`config.mk`:
```
export PLATFORM = sky130hd
export DESIGN_NAME = regwb_arbiter
export DESIGN_NICKNAME = d
export VERILOG_FILES = /design/src/rtl/regwb_arbiter.sv
export SDC_FILE = /design/constraint.sdc
export NUM_CORES = 1
export LEC_CHECK = 0
export ABC_AREA = 1
export ABC_CLOCK_PERIOD_IN_PS = 2800
export BUFFER_PORTS_ARGS = -buffer_cell sky130_fd_sc_hd__buf_2
export CELL_PAD_IN_SITES_DETAIL_PLACEMENT = 1
export CELL_PAD_IN_SITES_GLOBAL_PLACEMENT = 1
export CORE_ASPECT_RATIO = 1.4
export CORE_MARGIN = 10
export CORE_UTILIZATION = 34
export CTS_CLUSTER_SIZE = 28
export DETAILED_ROUTE_END_ITERATION = 6
export PLACE_DENSITY = 0.95
export SYNTH_ARGS = -nofsm -noshare
export SYNTH_HDL_FRONTEND = slang
export SYNTH_SLANG_ARGS = --single-unit
```
`constraint.sdc`:
```
create_clock -name clk -period 2.8 [get_ports clk]
set_input_delay 0.42 -clock clk [delete_from_list [all_inputs] [get_ports clk]]
set_output_delay 0.42 -clock clk [all_outputs]
set_load 0.1 [all_outputs]
```
`src/rtl/regwb_arbiter.sv`:
```
// regwb_arbiter
// Arbitrates the register file's single write port between the in-order
// writeback stage and one long-latency unit. It also keeps a scoreboard of
// registers with long-latency writes still pending, which decode checks for
// hazards. Writeback wins by default. A starvation counter forces the
// long-latency result through, stalling writeback for one cycle.
//
// Ports
//   clk, rst                          clock, synchronous active-high reset
//   wb_we/wb_waddr/wb_wdata           pipeline writeback request
//   wb_stall                          writeback refused this cycle (hold and re-present)
//   lu_valid/lu_waddr/lu_wdata        long-latency result
//   lu_ready                          long-latency result accepted this cycle
//   lu_issue/lu_issue_addr            decode issues a long-latency op (marks dest busy)
//   re1/raddr_1, re2/raddr_2          decode read ports to hazard-check
//   dst_chk/dst_addr                  decode destination to hazard-check (WAW)
//   hazard_stall                      decode must stall
//   we/waddr/wdata                    register file write port
module regwb_arbiter #(
    parameter int unsigned STARVE_LIMIT = 4,
    parameter int unsigned ADDR_W       = 5,
    parameter int unsigned DATA_W       = 32
) (
    input  logic              clk,
    input  logic              rst,
    input  logic              wb_we,
    input  logic [ADDR_W-1:0] wb_waddr,
    input  logic [DATA_W-1:0] wb_wdata,
    output logic              wb_stall,
    input  logic              lu_valid,
    input  logic [ADDR_W-1:0] lu_waddr,
    input  logic [DATA_W-1:0] lu_wdata,
    output logic              lu_ready,
    input  logic              lu_issue,
    input  logic [ADDR_W-1:0] lu_issue_addr,
    input  logic              re1,
    input  logic              re2,
    input  logic [ADDR_W-1:0] raddr_1,
    input  logic [ADDR_W-1:0] raddr_2,
    input  logic              dst_chk,
    input  logic [ADDR_W-1:0] dst_addr,
    output logic              hazard_stall,
    output logic              we,
    output logic [ADDR_W-1:0] waddr,
    output logic [DATA_W-1:0] wdata
);

    localparam int unsigned NREG  = 1 << ADDR_W;
    localparam int unsigned CNT_W = 4;

    typedef enum logic [1:0] {
        S_IDLE,
        S_WAIT,
        S_FORCE
    } state_t;

    state_t            r_state;
    logic [CNT_W-1:0]  r_cnt;
    logic [NREG-1:0]   r_busy;

    logic              w_wb_active;
    logic              w_handshake;
    logic              w_refused;
    logic [NREG-1:0]   w_busy_nxt;

    // A writeback to r0 is a no-op, so it never competes for the port.
    assign w_wb_active = wb_we & (wb_waddr != '0);
    assign w_handshake = lu_valid & lu_ready;
    assign w_refused   = lu_valid & ~lu_ready;

    // Write-port mux and handshakes. All outputs are held low during reset.
    always_comb begin
        we       = 1'b0;
        waddr    = '0;
        wdata    = '0;
        lu_ready = 1'b0;
        wb_stall = 1'b0;
        if (!rst) begin
            if (r_state == S_FORCE) begin
                lu_ready = 1'b1;
                wb_stall = 1'b1;
                we       = lu_valid & (lu_waddr != '0);
                waddr    = lu_waddr;
                wdata    = lu_wdata;
            end else begin
                lu_ready = lu_valid & ~w_wb_active;
                if (w_wb_active) begin
                    we    = 1'b1;
                    waddr = wb_waddr;
                    wdata = wb_wdata;
                end else if (lu_valid) begin
                    // An r0 result is still accepted, just not written.
                    we    = lu_waddr != '0;
                    waddr = lu_waddr;
                    wdata = lu_wdata;
                end
            end
        end
    end

    // Scoreboard next value: an issue to the same register wins over a completion.
    always_comb begin
        w_busy_nxt = r_busy;
        if (w_handshake) w_busy_nxt[lu_waddr] = 1'b0;
        if (lu_issue)    w_busy_nxt[lu_issue_addr] = 1'b1;
        w_busy_nxt[0] = 1'b0;
    end

    // Uses the registered busy bits only, so a clear in this cycle releases readers next cycle.
    assign hazard_stall = ~rst & ((re1 & r_busy[raddr_1]) |
                                  (re2 & r_busy[raddr_2]) |
                                  (dst_chk & r_busy[dst_addr]));

    // Starvation FSM: cnt counts consecutive refused cycles of one pending result.
    always_ff @(posedge clk) begin
        if (rst) begin
            r_state <= S_IDLE;
            r_cnt   <= '0;
            r_busy  <= '0;
        end else begin
            r_busy <= w_busy_nxt;
            case (r_state)
                S_IDLE: begin
                    if (w_refused) begin
                        r_cnt   <= CNT_W'(1);
                        r_state <= (STARVE_LIMIT == 1) ? S_FORCE : S_WAIT;
                    end
                end
                S_WAIT: begin
                    // A dropped lu_valid is a protocol violation; recover to IDLE.
                    if (lu_ready || !lu_valid) begin
                        r_state <= S_IDLE;
                        r_cnt   <= '0;
                    end else begin
                        r_cnt <= r_cnt + CNT_W'(1);
                        if (r_cnt == CNT_W'(STARVE_LIMIT - 1)) r_state <= S_FORCE;
                    end
                end
                S_FORCE: begin
                    r_state <= S_IDLE;
                    r_cnt   <= '0;
                end
                default: begin
                    r_state <= S_IDLE;
                    r_cnt   <= '0;
                end
            endcase
        end
    end

endmodule

```
### After elaboration in Yosys (flattened, before gate mapping)

Cells that the tools add are included.

* logic and storage cells: 77
* memories kept: 0
* latch bits: 0
* register bits after elaboration: 38
* bits in read-only memories: 0
* memory bits (writable): 0

* shifts and indexed selects: 0
* $add $sub $neg: 1
* reduce and logical (&&, ||, !) cells: 8
* equality and inequality tests: 5
* order comparisons: 7
* bitwise gates (word level): 17
* divide/modulo/power cells: 0
* multiply operators: 0
* mux-type cells: 35

Operators with widths (number)
* two-way mux 32 bit: 6
* AND 32 bit: 1
* inverter 32 bit: 1
* bitwise OR 32 bit: 1
* < comparator 5 x 6 -> 1 bit, second input constant: 5
* two-way mux 5 bit: 4
* binary-select mux 1 bit (select 5 bit): 3
* two-way mux 1 bit: 13
* demux 1 bit (select 5 bit): 2
* >= comparator 5 x 1 -> 1 bit, second input constant: 2
* nonzero test 5 bit: 2
* AND 1 bit: 9
* two-way mux 4 bit: 2
* case mux 4 bit (2 select lines): 1
* two-way mux 2 bit: 3
* adder 4 x 1 -> 4 bit, second input constant: 1
* equality test 4 x 2 -> 1 bit, second input constant: 1
* case mux 2 bit (2 select lines): 1
* inequality test 3 bit, second input constant: 1
* inverter 1 bit: 3
* equality test 2 x 1 -> 1 bit, second input constant: 1
* equality test 2 bit, second input constant: 1
* logical AND 1 bit: 2
* logical NOT 2 bit: 1
* other kinds (5): 6

### Logic depth before layout (Yosys ltp)

* depth after elaboration: 10
* mapped depth: 13
* gate-level depth less buffers: 11

### Worst setup path after synthesis

No wires, ideal clock.

* path type: input to output
* start: input wb_we
* end: output waddr[2]
* path buffers: 0
* stages: 3
* arrival: 2972 ps
* slack: -592 ps
* cell sequence: a21boi_1 -> nand2_1 -> o32ai_1

* longest elaborated chain between the ends: 4

RTL lines
* start: declaration: RTL line 26 `input logic wb_we,`
* AND 1 bit: RTL line 67 `assign w_wb_active = wb_we & (wb_waddr != '0);`
* two-way mux 5 bit: RTL line 87 `if (w_wb_active) begin`
* two-way mux 5 bit: RTL line 79 `if (r_state == S_FORCE) begin`
* two-way mux 5 bit: RTL line 78 `if (!rst) begin`
* end: declaration: RTL line 44 `output logic [ADDR_W-1:0] waddr,`

Every way passes these cells.

### Final worst setup path

* start: register r_state[0]
* end: output waddr[1]

* longest elaborated chain between the ends: 3

RTL lines
* start: declaration: RTL line 57 `state_t r_state;`
* start signal: assignment: RTL line 126 `r_state <= (STARVE_LIMIT == 1) ? S_FORCE : S_WAIT;`
* equality test 2 bit: RTL line 79
* two-way mux 5 bit: RTL line 79
* two-way mux 5 bit: RTL line 78

Every way passes these cells.

==> impl_metrics.ini <==
[drt]
viasPerCell = 5.79
firstDrtPassIters = 4
vias = 4409
routed_wl_um = 16800
drc = 0
ant_nets = 0
wl_per_cell_um = 22.1
drtIter0Drc = 290

[finish]
design_area_um2 = 4620
n_fill_cell = 1205
multi_input_area_um2 = 2030
drive_gt1_share_pct = 24.8
diodes = 0
area_growth_pct = 46.5
finalNonFillerCells = 761
fin_nets = 756
seqCellArea_um2 = 741

[clock_network]
path_clk_slew_ps = 60
h-tree-depth = 2
cts_made_buffers = 5
cts_resized = 0
cts_setup_buffers = 0
cts-root-buf = clkbuf_16
clockBufferDepth = 2
clock_latency_ps = 290
cts_tree = yes
ctsHoldBuffers = 0
cts.sinks = 37

[synthesis]
syn_nets = 629
yosysTopAreaCellShare_pct = 23.5
synth.most_common_cell = nand2_1
synth_common_cells = nand2_1, nand3_1, inv_1, dfxtp_1, a21oi_1
syn_area_um2 = 3150
synthAdderAreaFrac_pct = 0.397
postSynthAreaPerCell_um2 = 5.99
synth_area_leaders = dfxtp_1, nand2_1, nand3_1, a32o_1, inv_1
ys_seq_area_share_pct = 23.5
synth_compound_area_share_pct = 21.6
muxShareOfSynthArea_pct = 0
synthArstFlopShare_pct = 0
synth_top_family_by_area = simple AND/OR/NAND/NOR gates
synthSimpleGateAreaFrac_pct = 42.0
synth_edf_count = 0
yosysWarnings = 0
synth_xor_area_share_pct = 0.556
synth_ff_type = dfxtp_1
ys_types = 32
synth.ff_latch_count = 37
postSynthCellCount = 526
netlist.top_cell.by_area = dfxtp_1

[sta]
finClkSkew_ps = 3.05
maxSlewHeadroom_pct = 30.7
whs_ps = 471
finalMaxSlewViolations = 0
final_hold_viol_count = 0
tns_ps = 0
rsz0062_at_grt = false
period_minus_slack_ps = 2650
setup_viol = 0
clock.fmax_mhz = 377
fin_crit_sh_pct = 94.7
worst_pin_slew_ps = 1030

[critical_path]
crit-reg2reg-launch = r_state[1]$_SDFFE_PP0P_
crit_type = register to output pin
crit_path_max_fanout = 35
timing.rr.end = r_busy[22]$_SDFF_PP0_
arrival_ps = 2230
critPathLaunchType = register
critPathCaptureType = output pin
reg2reg_slack_ps = 630
worst-endpoint-required_ps = 2380
r2r_cells = 7

[power]
p_int_w = 0.00112
power_leakage_nw = 2.05
ir_drop_v = 0.000228
seqPwrFrac_pct = 28.8
combPwrFrac_pct = 42.0
power.density_nw_per_um2 = 409
swShare_pct = 40.5
power.switching_w = 0.000765
pwr-share-clk_pct = 29.2

[placement]
post-dp-hpwl_um = 14100
io_buffers = 142
dp.cells = 753
place_area_um2 = 4470
place_congestion = 1.04

[global_route]
grt-ovfl-total = 0
grt_first_pass_wirelength_um = 26800
grt_pass1_vias = 5013
grt_start_max_net_pins = 39
antenna_found_initial = 0
grtUsageTotal_pct = 24.8

[run]
drv_cap = 0

[min_path]
whs_path_depth = 2
hp-class = register to register
hp-start = r_busy[2]$_SDFF_PP0_
worst_hold_path.endpoint = r_busy[2]$_SDFF_PP0_

[floorplan]
fp-row-count = 41
initial_core_util_pct = 34.9
die_h_um = 134
core_region_area_um2 = 9030
die-area_um2 = 13600
die_x_um = 101
ios = 143

[status]
outcome = finished, final reports clean
## final cells by class
type	instances	area share [%]
multi-input combinational	396	44.0
timing repair buffer	147	28.6
sequential	37	16.0
inverter	66	5.37
tap	107	2.90
clock buffer	5	2.71
clock inverter	3	0.379
## how the worst max path moves through the flow
stage,from,to,slack (ps),depth (start not counted)
floorplan,wb_we,waddr[2],-590,3
global placement,dst_addr[0],hazard_stall,370,12
detailed placement,dst_addr[0],hazard_stall,290,13
CTS,r_state[0]$_SDFFE_PP0P_,waddr[1],180,8
global route,r_state[0]$_SDFFE_PP0P_,waddr[1],70,8
finish,r_state[0]$_SDFFE_PP0P_,waddr[1],150,8
## cell usage in the layout, fill, tap and decap left out, types with 11 or more instances in the layout
master | netlist | routed
o21ai_1 | 12 | 14
nor3_1 | 11 | 11
nand2_1 | 157 | 157
inv_1 | 64 | 64
dfxtp_1 | 37 | 37
nor2_1 | 16 | 16
buf_2 | 13 | 104
buf_12 | 0 | 38
o21ai_0 | 15 | 13
nand3_1 | 96 | 96
a32o_1 | 32 | 32
a21oi_1 | 34 | 34
## power groups by stage
| stage | registers [W] | clock network (W) | logic, W |
|---|---|---|---|
| finish | 0.000543 | 0.000552 | 0.000793 |
| global route | 0.000543 | 0.000573 | 0.000835 |
| CTS | 0.000542 | 0.000546 | 0.000795 |
| detailed placement | 0.000554 | 0 | 0.000791 |
| global placement | 0.000553 | 0 | 0.000766 |
| floorplan | 0.000550 | 0 | 0.000472 |
## through the flow
step	setup slack, ps	total power [W]	utilization (%)
global placement	375	0.00132	49.6
floorplan	-592	0.00102	-
detailed placement	292	0.00134	49.6
global route	66.6	0.00195	51.1
CTS	176	0.00188	51.1
finish	149	0.00189	51.1
## registers in the layout, indices dropped and copies added, names as in the netlist
name / flops
r_busy: 31
r_cnt: 4
r_state: 2
## per-layer routing
| metal | track usage (%) | share of wire [%] |
|---|---|---|
| met4 | 10.9 | 4.6 |
| met5 | 0 | 0 |
| met1 | 23.4 | 34 |
| met3 | 9.31 | 10 |
| met2 | 45.7 | 51 |
## logic make-up after synthesis
| group | count (synthesis) |
|---|---|
| DFF | 37 |
| and+or+nand+nor | 293 |
| buffers and inverters | 93 |
| AOI/OAI and AO/OA | 100 |
| adders and majority gates | 1 |
| xor gates and xnor gates | 2 |
## worst max-delay path, cell delays in order (launching register included)
cell and delay [ps]:
dfxtp_1 350, inv_1 90, a21boi_1 200, nand2_1 190
clkinv_1 80, buf_4 340, nand2_1 190, o22ai_1 280
buf_12 220
Note: power is estimated with default switching activity, not from simulation.
